## config.mk

```make
export PLATFORM = sky130hd
export DESIGN_NAME = dbus_periph_resp
export DESIGN_NICKNAME = d
export VERILOG_FILES = /design/src/rtl/dbus_periph_resp.sv
export SDC_FILE = /design/constraint.sdc
export NUM_CORES = 1
export LEC_CHECK = 0
export CAP_MARGIN = 20
export CORE_ASPECT_RATIO = 0.6
export CORE_MARGIN = 5
export CORE_UTILIZATION = 45
export CTS_CLUSTER_SIZE = 24
export DETAILED_ROUTE_END_ITERATION = 8
export DONT_BUFFER_PORTS = 1
export HOLD_SLACK_MARGIN = 0.05
export REMOVE_ABC_BUFFERS = 1
export SETUP_SLACK_MARGIN = 0.02
export SLEW_MARGIN = 15
export SYNTH_ARGS = -nofsm -noshare
export SYNTH_HDL_FRONTEND = slang
export SYNTH_SLANG_ARGS = --single-unit
```

## constraint.sdc

```tcl
create_clock -name clk -period 8.3 [get_ports clk]
set_input_delay 1.66 -clock clk [delete_from_list [all_inputs] [get_ports clk]]
set_output_delay 1.66 -clock clk [all_outputs]
set_load 0.05 [all_outputs]
```

## src/rtl/dbus_periph_resp.sv

```systemverilog
`default_nettype none
// ============================================================================
// Module   : dbus_periph_resp
// Summary  : Tagged, in-order register responder on the core data bus. A
//            request FIFO feeds the ID, scratch, 64-bit timer, compare/IRQ and
//            GPIO registers. Each request gets exactly one tagged response.
// Options  : PERIPH_TIMER_PRESCALE_EN adds PRESCALE at offset 0x1C.
// Revision : 1.0 - initial release
// ============================================================================
module dbus_periph_resp #(
  parameter logic [31:0] BASE_ADDR = 32'h1000_0000,
  parameter int          REQ_DEPTH = 4,
  parameter logic [31:0] PERIPH_ID = 32'hC0DE_0001,
  parameter int          GPIO_W    = 8
) (
  input  logic              clk,
  input  logic              rst_n,
  input  logic [31:0]       dbus_addr_i,
  input  logic [31:0]       dbus_wdata_i,
  input  logic              dbus_ren_i,
  input  logic [3:0]        dbus_wen_i,
  input  logic [10:0]       dbus_req_tag_i,
  output logic              dbus_accept_o,
  output logic              dbus_ack_o,
  output logic              dbus_error_o,
  output logic [31:0]       dbus_rdata_o,
  output logic [10:0]       dbus_resp_tag_o,
  output logic              irq_o,
  output logic [GPIO_W-1:0] gpio_o
);

  localparam int                 c_ptr_w   = (REQ_DEPTH > 1) ? $clog2(REQ_DEPTH) : 1;
  localparam int                 c_ent_w   = 30 + 32 + 1 + 4 + 11;
  localparam logic [c_ptr_w:0]   c_depth   = (c_ptr_w + 1)'(REQ_DEPTH);
  localparam logic [c_ptr_w-1:0] c_ptr_one = c_ptr_w'(1);
  localparam logic [c_ptr_w:0]   c_cnt_one = (c_ptr_w + 1)'(1);

  // Word offsets inside the 4 KB window
  localparam logic [9:0] c_off_id       = 10'h000;
  localparam logic [9:0] c_off_scratch  = 10'h001;
  localparam logic [9:0] c_off_timer_lo = 10'h002;
  localparam logic [9:0] c_off_timer_hi = 10'h003;
  localparam logic [9:0] c_off_cmp      = 10'h004;
  localparam logic [9:0] c_off_ctrl     = 10'h005;
  localparam logic [9:0] c_off_gpio     = 10'h006;
`ifdef PERIPH_TIMER_PRESCALE_EN
  localparam logic [9:0] c_off_prescale = 10'h007;
`endif

  // Request FIFO
  logic [c_ent_w-1:0] r_fifo_mem [REQ_DEPTH];
  logic [c_ptr_w-1:0] r_wr_ptr;
  logic [c_ptr_w-1:0] r_rd_ptr;
  logic [c_ptr_w:0]   r_count;

  logic               w_req;
  logic               w_push;
  logic               w_pop;
  logic               w_unused;

  logic [29:0]        w_h_addr;
  logic [31:0]        w_h_wdata;
  logic               w_h_ren;
  logic [3:0]         w_h_wen;
  logic [10:0]        w_h_tag;
  logic               w_h_wr;
  logic               w_in_win;
  logic [9:0]         w_off;
  logic [31:0]        w_mask;

  // Register block
  logic [31:0]        r_scratch;
  logic [31:0]        r_cmp;
  logic [31:0]        r_shadow;
  logic [63:0]        r_timer;
  logic [GPIO_W-1:0]  r_gpio;
  logic               r_ie;
  logic               r_pend;
  logic               r_irq;

  // Response
  logic               r_ack;
  logic               r_err;
  logic [31:0]        r_rdata;
  logic [10:0]        r_tag;

  // Execute-stage decode results
  logic               w_err;
  logic [31:0]        w_rdata;
  logic               w_we_scratch;
  logic               w_we_cmp;
  logic               w_we_ctrl;
  logic               w_we_gpio;
  logic               w_snap;
  logic               w_tick;
  logic               w_match;
  logic               w_w1c;
  logic               w_ie_nxt;
  logic               w_pend_nxt;

`ifdef PERIPH_TIMER_PRESCALE_EN
  logic [15:0]        r_prescale;
  logic [15:0]        r_pre_cnt;
  logic               w_we_pre;
`endif

  function automatic logic [31:0] f_merge(input logic [31:0] old_val,
                                          input logic [31:0] new_val,
                                          input logic [31:0] mask);
    f_merge = (old_val & ~mask) | (new_val & mask);
  endfunction

  // Byte lane [1:0] of the address never reaches the register block
  assign w_unused = ^dbus_addr_i[1:0];

  assign w_req         = dbus_ren_i | (|dbus_wen_i);
  assign dbus_accept_o = (r_count != c_depth);
  assign w_push        = w_req & dbus_accept_o;
  assign w_pop         = (r_count != '0);

  always_ff @(posedge clk) begin
    if (w_push) begin
      r_fifo_mem[r_wr_ptr] <= {dbus_addr_i[31:2], dbus_wdata_i, dbus_ren_i,
                               dbus_wen_i, dbus_req_tag_i};
    end
  end

  always_ff @(posedge clk or negedge rst_n) begin
    if (!rst_n) begin
      r_wr_ptr <= '0;
      r_rd_ptr <= '0;
      r_count  <= '0;
    end else begin
      if (w_push) begin
        r_wr_ptr <= r_wr_ptr + c_ptr_one;
      end
      if (w_pop) begin
        r_rd_ptr <= r_rd_ptr + c_ptr_one;
      end
      case ({w_push, w_pop})
        2'b10:   r_count <= r_count + c_cnt_one;
        2'b01:   r_count <= r_count - c_cnt_one;
        default: r_count <= r_count;
      endcase
    end
  end

  assign {w_h_addr, w_h_wdata, w_h_ren, w_h_wen, w_h_tag} = r_fifo_mem[r_rd_ptr];
  assign w_h_wr   = |w_h_wen;
  assign w_in_win = (w_h_addr[29:10] == BASE_ADDR[31:12]);
  assign w_off    = w_h_addr[9:0];
  assign w_mask   = {{8{w_h_wen[3]}}, {8{w_h_wen[2]}}, {8{w_h_wen[1]}}, {8{w_h_wen[0]}}};

  always_comb begin
    w_err        = 1'b0;
    w_rdata      = '0;
    w_we_scratch = 1'b0;
    w_we_cmp     = 1'b0;
    w_we_ctrl    = 1'b0;
    w_we_gpio    = 1'b0;
    w_snap       = 1'b0;
`ifdef PERIPH_TIMER_PRESCALE_EN
    w_we_pre     = 1'b0;
`endif
    if (w_pop) begin
      if (!w_in_win || (w_h_ren && w_h_wr)) begin
        w_err = 1'b1;
      end else begin
        case (w_off)
          c_off_id: begin
            if (w_h_ren) w_rdata = PERIPH_ID;
          end
          c_off_scratch: begin
            if (w_h_ren) w_rdata = r_scratch;
            else         w_we_scratch = 1'b1;
          end
          c_off_timer_lo: begin
            if (w_h_ren) begin
              w_rdata = r_timer[31:0];
              w_snap  = 1'b1;
            end
          end
          c_off_timer_hi: begin
            if (w_h_ren) w_rdata = r_shadow;
          end
          c_off_cmp: begin
            if (w_h_ren) w_rdata = r_cmp;
            else         w_we_cmp = 1'b1;
          end
          c_off_ctrl: begin
            if (w_h_ren) w_rdata = {30'd0, r_pend, r_ie};
            else         w_we_ctrl = 1'b1;
          end
          c_off_gpio: begin
            if (w_h_ren) w_rdata = 32'(r_gpio);
            else         w_we_gpio = 1'b1;
          end
`ifdef PERIPH_TIMER_PRESCALE_EN
          c_off_prescale: begin
            if (w_h_ren) w_rdata = {16'd0, r_prescale};
            else         w_we_pre = 1'b1;
          end
`endif
          default: w_err = 1'b1;
        endcase
      end
    end
  end

`ifdef PERIPH_TIMER_PRESCALE_EN
  assign w_tick = (r_pre_cnt == r_prescale);

  always_ff @(posedge clk or negedge rst_n) begin
    if (!rst_n) begin
      r_prescale <= '0;
      r_pre_cnt  <= '0;
    end else if (w_we_pre) begin
      r_prescale <= (r_prescale & ~w_mask[15:0]) | (w_h_wdata[15:0] & w_mask[15:0]);
      r_pre_cnt  <= '0;
    end else if (w_tick) begin
      r_pre_cnt  <= '0;
    end else begin
      r_pre_cnt  <= r_pre_cnt + 16'd1;
    end
  end
`else
  assign w_tick = 1'b1;
`endif

  // A compare match in the same cycle as a W1C keeps PEND set
  assign w_match    = (r_timer[31:0] == r_cmp);
  assign w_w1c      = w_we_ctrl & w_h_wen[0] & w_h_wdata[1];
  assign w_ie_nxt   = (w_we_ctrl & w_h_wen[0]) ? w_h_wdata[0] : r_ie;
  assign w_pend_nxt = w_match | (r_pend & ~w_w1c);

  always_ff @(posedge clk or negedge rst_n) begin
    if (!rst_n) begin
      r_timer <= '0;
    end else if (w_tick) begin
      r_timer <= r_timer + 64'd1;
    end
  end

  always_ff @(posedge clk or negedge rst_n) begin
    if (!rst_n) begin
      r_scratch <= '0;
      r_cmp     <= '0;
      r_shadow  <= '0;
      r_gpio    <= '0;
      r_ie      <= 1'b0;
      r_pend    <= 1'b0;
      r_irq     <= 1'b0;
    end else begin
      if (w_we_scratch) begin
        r_scratch <= f_merge(r_scratch, w_h_wdata, w_mask);
      end
      if (w_we_cmp) begin
        r_cmp <= f_merge(r_cmp, w_h_wdata, w_mask);
      end
      if (w_we_gpio) begin
        r_gpio <= (r_gpio & ~w_mask[GPIO_W-1:0]) | (w_h_wdata[GPIO_W-1:0] & w_mask[GPIO_W-1:0]);
      end
      if (w_snap) begin
        r_shadow <= r_timer[63:32];
      end
      r_ie   <= w_ie_nxt;
      r_pend <= w_pend_nxt;
      r_irq  <= w_ie_nxt & w_pend_nxt;
    end
  end

  always_ff @(posedge clk or negedge rst_n) begin
    if (!rst_n) begin
      r_ack   <= 1'b0;
      r_err   <= 1'b0;
      r_rdata <= '0;
      r_tag   <= '0;
    end else begin
      r_ack   <= w_pop;
      r_err   <= w_err;
      r_rdata <= w_rdata;
      r_tag   <= w_pop ? w_h_tag : 11'd0;
    end
  end

  assign dbus_ack_o      = r_ack;
  assign dbus_error_o    = r_err;
  assign dbus_rdata_o    = r_rdata;
  assign dbus_resp_tag_o = r_tag;
  assign irq_o           = r_irq;
  assign gpio_o          = r_gpio;

endmodule
`default_nettype wire
```

==> results.txt <==
----------------------------------------------------
[Outcome]
  Status ... completed

[Logic synthesis]
  Library cell with the largest summed area after synthesis ... sky130_fd_sc_hd__edfxtp_1
  Proportion of synthesized flip-flops having asynchronous set or reset ... 0.417
  Fraction of synthesized cell area taken by the top area cell type ... 0.448
  Sequential cell area fraction in the yosys report ... 0.715
  Post-synth EDFFs ... 312
  Synth cell types ... 56
  Most frequently used flop master after synthesis ... sky130_fd_sc_hd__edfxtp_1
  Netlist area before placement ... 20900 µm²
  Avg Inst Size Synth ... 16.9 µm²
  Flops & latches, synth ... 535
  Number of instances in the synthesized netlist ... 1235
  Leading cell types by total area after synthesis ... sky130_fd_sc_hd__edfxtp_1 (45%), sky130_fd_sc_hd__dfrtp_1 (27%), sky130_fd_sc_hd__mux2_2 (5.5%), sky130_fd_sc_hd__mux4_2 (5.3%), sky130_fd_sc_hd__xor2_1 (2.2%)
  Most instantiated cells after synthesis ... sky130_fd_sc_hd__edfxtp_1 (312), sky130_fd_sc_hd__dfrtp_1 (223), sky130_fd_sc_hd__mux2_2 (103), sky130_fd_sc_hd__xor2_1 (53), sky130_fd_sc_hd__mux4_2 (49)
  Syn. warnings ... 0
  Top-count cell post-synth ... sky130_fd_sc_hd__edfxtp_1

[Routing]
  Final Routed Wirelength ... 45.9 mm
  Vias/cell ... 5.64
  Total vias in the final route ... 10.8k
  Number of nets with antenna violations after detailed routing ... 0
  Mean routed wirelength per cell ... 24.0 µm
  Initial DRC count ... 934
  Number of search-and-repair iterations in the first detailed-routing pass ... 7
  Number of DRC violations after detailed routing ... 0

[CTS]
  Hold buffer count at cts ... 0
  Post-CTS setup repair buffer count ... 0
  H-tree Lvls ... 2
  Clock latency of the later-clocked register in the worst-skew pair ... 0.59 ns
  Number of CTS-inserted buffers ... 47
  Clock sink count ... 535
  # resized after CTS ... 0
  Clock Path Buffers ... 3
  Clock root buffer master ... sky130_fd_sc_hd__clkbuf_16
  Clock tree from TritonCTS ... yes
  Clock-pin slew of the registers on the worst-case setup and hold paths ... 0.06 ns

[GRT]
  Number of antenna violations at the first check in global routing ... 0
  Pin count of the biggest net entering global routing ... 224
  Overall track demand over capacity in global routing ... 0.182
  Vias in the first global route ... 10.9k
  Total overflow reported by the global router ... 0
  Global-route wire length before repair ... 69.9 mm

[Layout]
  Nets ... 1332
  Area growth from synthesis to final layout ... 10.7%
  Filler cell count ... 3846
  N_diodes ... 0
  Layout cell share with drive strength beyond 1 ... 0.207
  Core utilization of the finished layout ... 0.502
  Non-Filler Instances ... 1912

[Floorplanning]
  Initial Util ... 0.453
  Placeable core area ... 46100 µm²
  Die Width ... 288 µm
  Num rows ... 61
  I/O pin total ... 137
  DIE AREA ... 51000 µm²
  Floorplan die height ... 177 µm

[Timing]
  Post-route setup TNS ... 0 ns
  Fin Clk Skew ... 0.0244 ns
  Worst rel slew slack ... 0.257
  Hold Slack ... 0.475 ns
  Final-report hold violation count ... 0
  Fin crit period ... 4.64 ns
  Actual slew at the worst max-slew pin ... 1.11 ns
  Min setup slack post-route ... 3.66 ns
  RSZ-0062 raised after global routing ... no
  Final setup vio count ... 0
  Max Clk Rate ... 216 MHz
  Part of the cycle the worst path needs ... 0.559
  Slew Viols, Final ... 0

[Critical path]
  Cell with the biggest individual delay on the critical path ... sky130_fd_sc_hd__a21boi_0
  Endpoint class of the critical path ... register
  Maximum fanout along the worst path ... 47
  Max incr delay on CP ... 0.84 ns
  Setup Crit Path Kind ... reg2reg
  Critical path arrival ... 5.10 ns
  Data required time of the worst path ... 8.76 ns
  Worst-path cell chain ... buf_4, nor4b_1, nand2_1, a21boi_0, o21ai_1, nor3_4, mux2_2
  CP startpoint kind ... register

[Power and ir drop]
  Maximum VDD drop ... 200 µV
  Power per cell area ... 329 nW/µm²
  LEAKAGE ... 8.87 nW

[Run]
  Maxcap violations ... 0

[Place]
  Final RePlAce weighted congestion ... 0.797
  Worst slack at placement ... 3.66 ns
  Detail Placement HPWL ... 29.8 mm
  Port Buffer Count ... 0
  Count of placed standard cells including taps ... 1824

[Min path]
  Hold crit path type ... reg2reg

----------------------------------------------------
[placed cells by master, fill, tap and decap left out, types with 13 or more instances in the layout]
cell	count
sky130_fd_sc_hd__dfrtp_1	221
sky130_fd_sc_hd__nand3_1	26
sky130_fd_sc_hd__nand2_1	48
sky130_fd_sc_hd__clkbuf_16	48
sky130_fd_sc_hd__xnor2_1	47
sky130_fd_sc_hd__edfxtp_1	312
sky130_fd_sc_hd__nor4_1	29
sky130_fd_sc_hd__mux2_2	103
sky130_fd_sc_hd__inv_1	18
sky130_fd_sc_hd__nand4_1	25
sky130_fd_sc_hd__mux4_2	49
sky130_fd_sc_hd__buf_4	13
sky130_fd_sc_hd__xor2_1	53
sky130_fd_sc_hd__nor2b_1	13
sky130_fd_sc_hd__a22oi_1	22
sky130_fd_sc_hd__nor2_1	38
sky130_fd_sc_hd__a21oi_1	33
sky130_fd_sc_hd__a222oi_1	16
[area by class of cell]
| cell class | count | area [µm²] | area share |
|---|---|---|---|
| flip-flops and latches | 535 | 15000 | 0.646 |
| well taps | 630 | 788 | 0.0341 |
| multi-input cells | 628 | 5650 | 0.244 |
| inverters | 18 | 67.6 | 0.00292 |
| clock buffers | 62 | 1290 | 0.0559 |
| clock inverters | 26 | 284 | 0.0123 |
| repair buffers | 13 | 97.6 | 0.00422 |
[report_power, final]
| part | internal [mW] | switching [mW] | leakage (nW) |
|---|---|---|---|
| clock network | 1.26 | 0.973 | 0.775 |
| registers | 3.53 | 0.357 | 5.96 |
| logic | 0.505 | 0.990 | 2.14 |
[per-stage QoR]
stage | instance area [µm²] | power, mW
floorplan | 20600 | 4.94
global placement | 21600 | 5.44
detailed placement | 21600 | 5.48
CTS | 23100 | 7.72
global route | 23100 | 7.98
finish | 23100 | 7.62
[path summary, 6_finish.rpt]
kind | start | to | slack [ns] | depth (start not counted)
max | r_rd_ptr[0] | register | 3.66 | 7
min | r_timer[63] | r_timer[63] | 0.47 | 1
max reg2reg | r_rd_ptr[0] | register | 3.66 | 7
min reg2reg | r_timer[63] | r_timer[63] | 0.47 | 1
max in group asynchronous | rst_n | dbus_rdata_o[6] | 6.93 | 0
min in group asynchronous | rst_n | dbus_resp_tag_o[3] | 0.78 | 0
[cells by family after synthesis]
| kind of cell | count (synthesis) | synth area share |
|---|---|---|
| DFF | 535 | 0.715 |
| muxes | 165 | 0.116 |
| xor gates and xnor gates | 100 | 0.0419 |
| AOI/OAI and AO/OA | 109 | 0.0381 |
| and+or+nand+nor | 247 | 0.0683 |
| adders and majority gates | 7 | 0.00455 |
| buffers and inverters | 72 | 0.0163 |
[per-layer routing]
layer  up-vias  track usage  share of wire
met5         -            0              0
met4         0       0.0378          0.016
met3        54       0.0443          0.071
met2       289        0.258           0.43
met1      5699        0.287           0.49
li1       4751            -              -
[critical path: cells and delay by family, from the launching register on]
| kind | cells | cell delay (ns) |
|---|---|---|
| AND/OR/NAND/NOR | 3 | 1.20 |
| AO/OA/AOI/OAI | 2 | 1.36 |
| flip-flops | 1 | 0.68 |
| multiplexers | 1 | 0.40 |
| buffers and inverters | 1 | 0.78 |
Power figures use the tool's default switching activity.
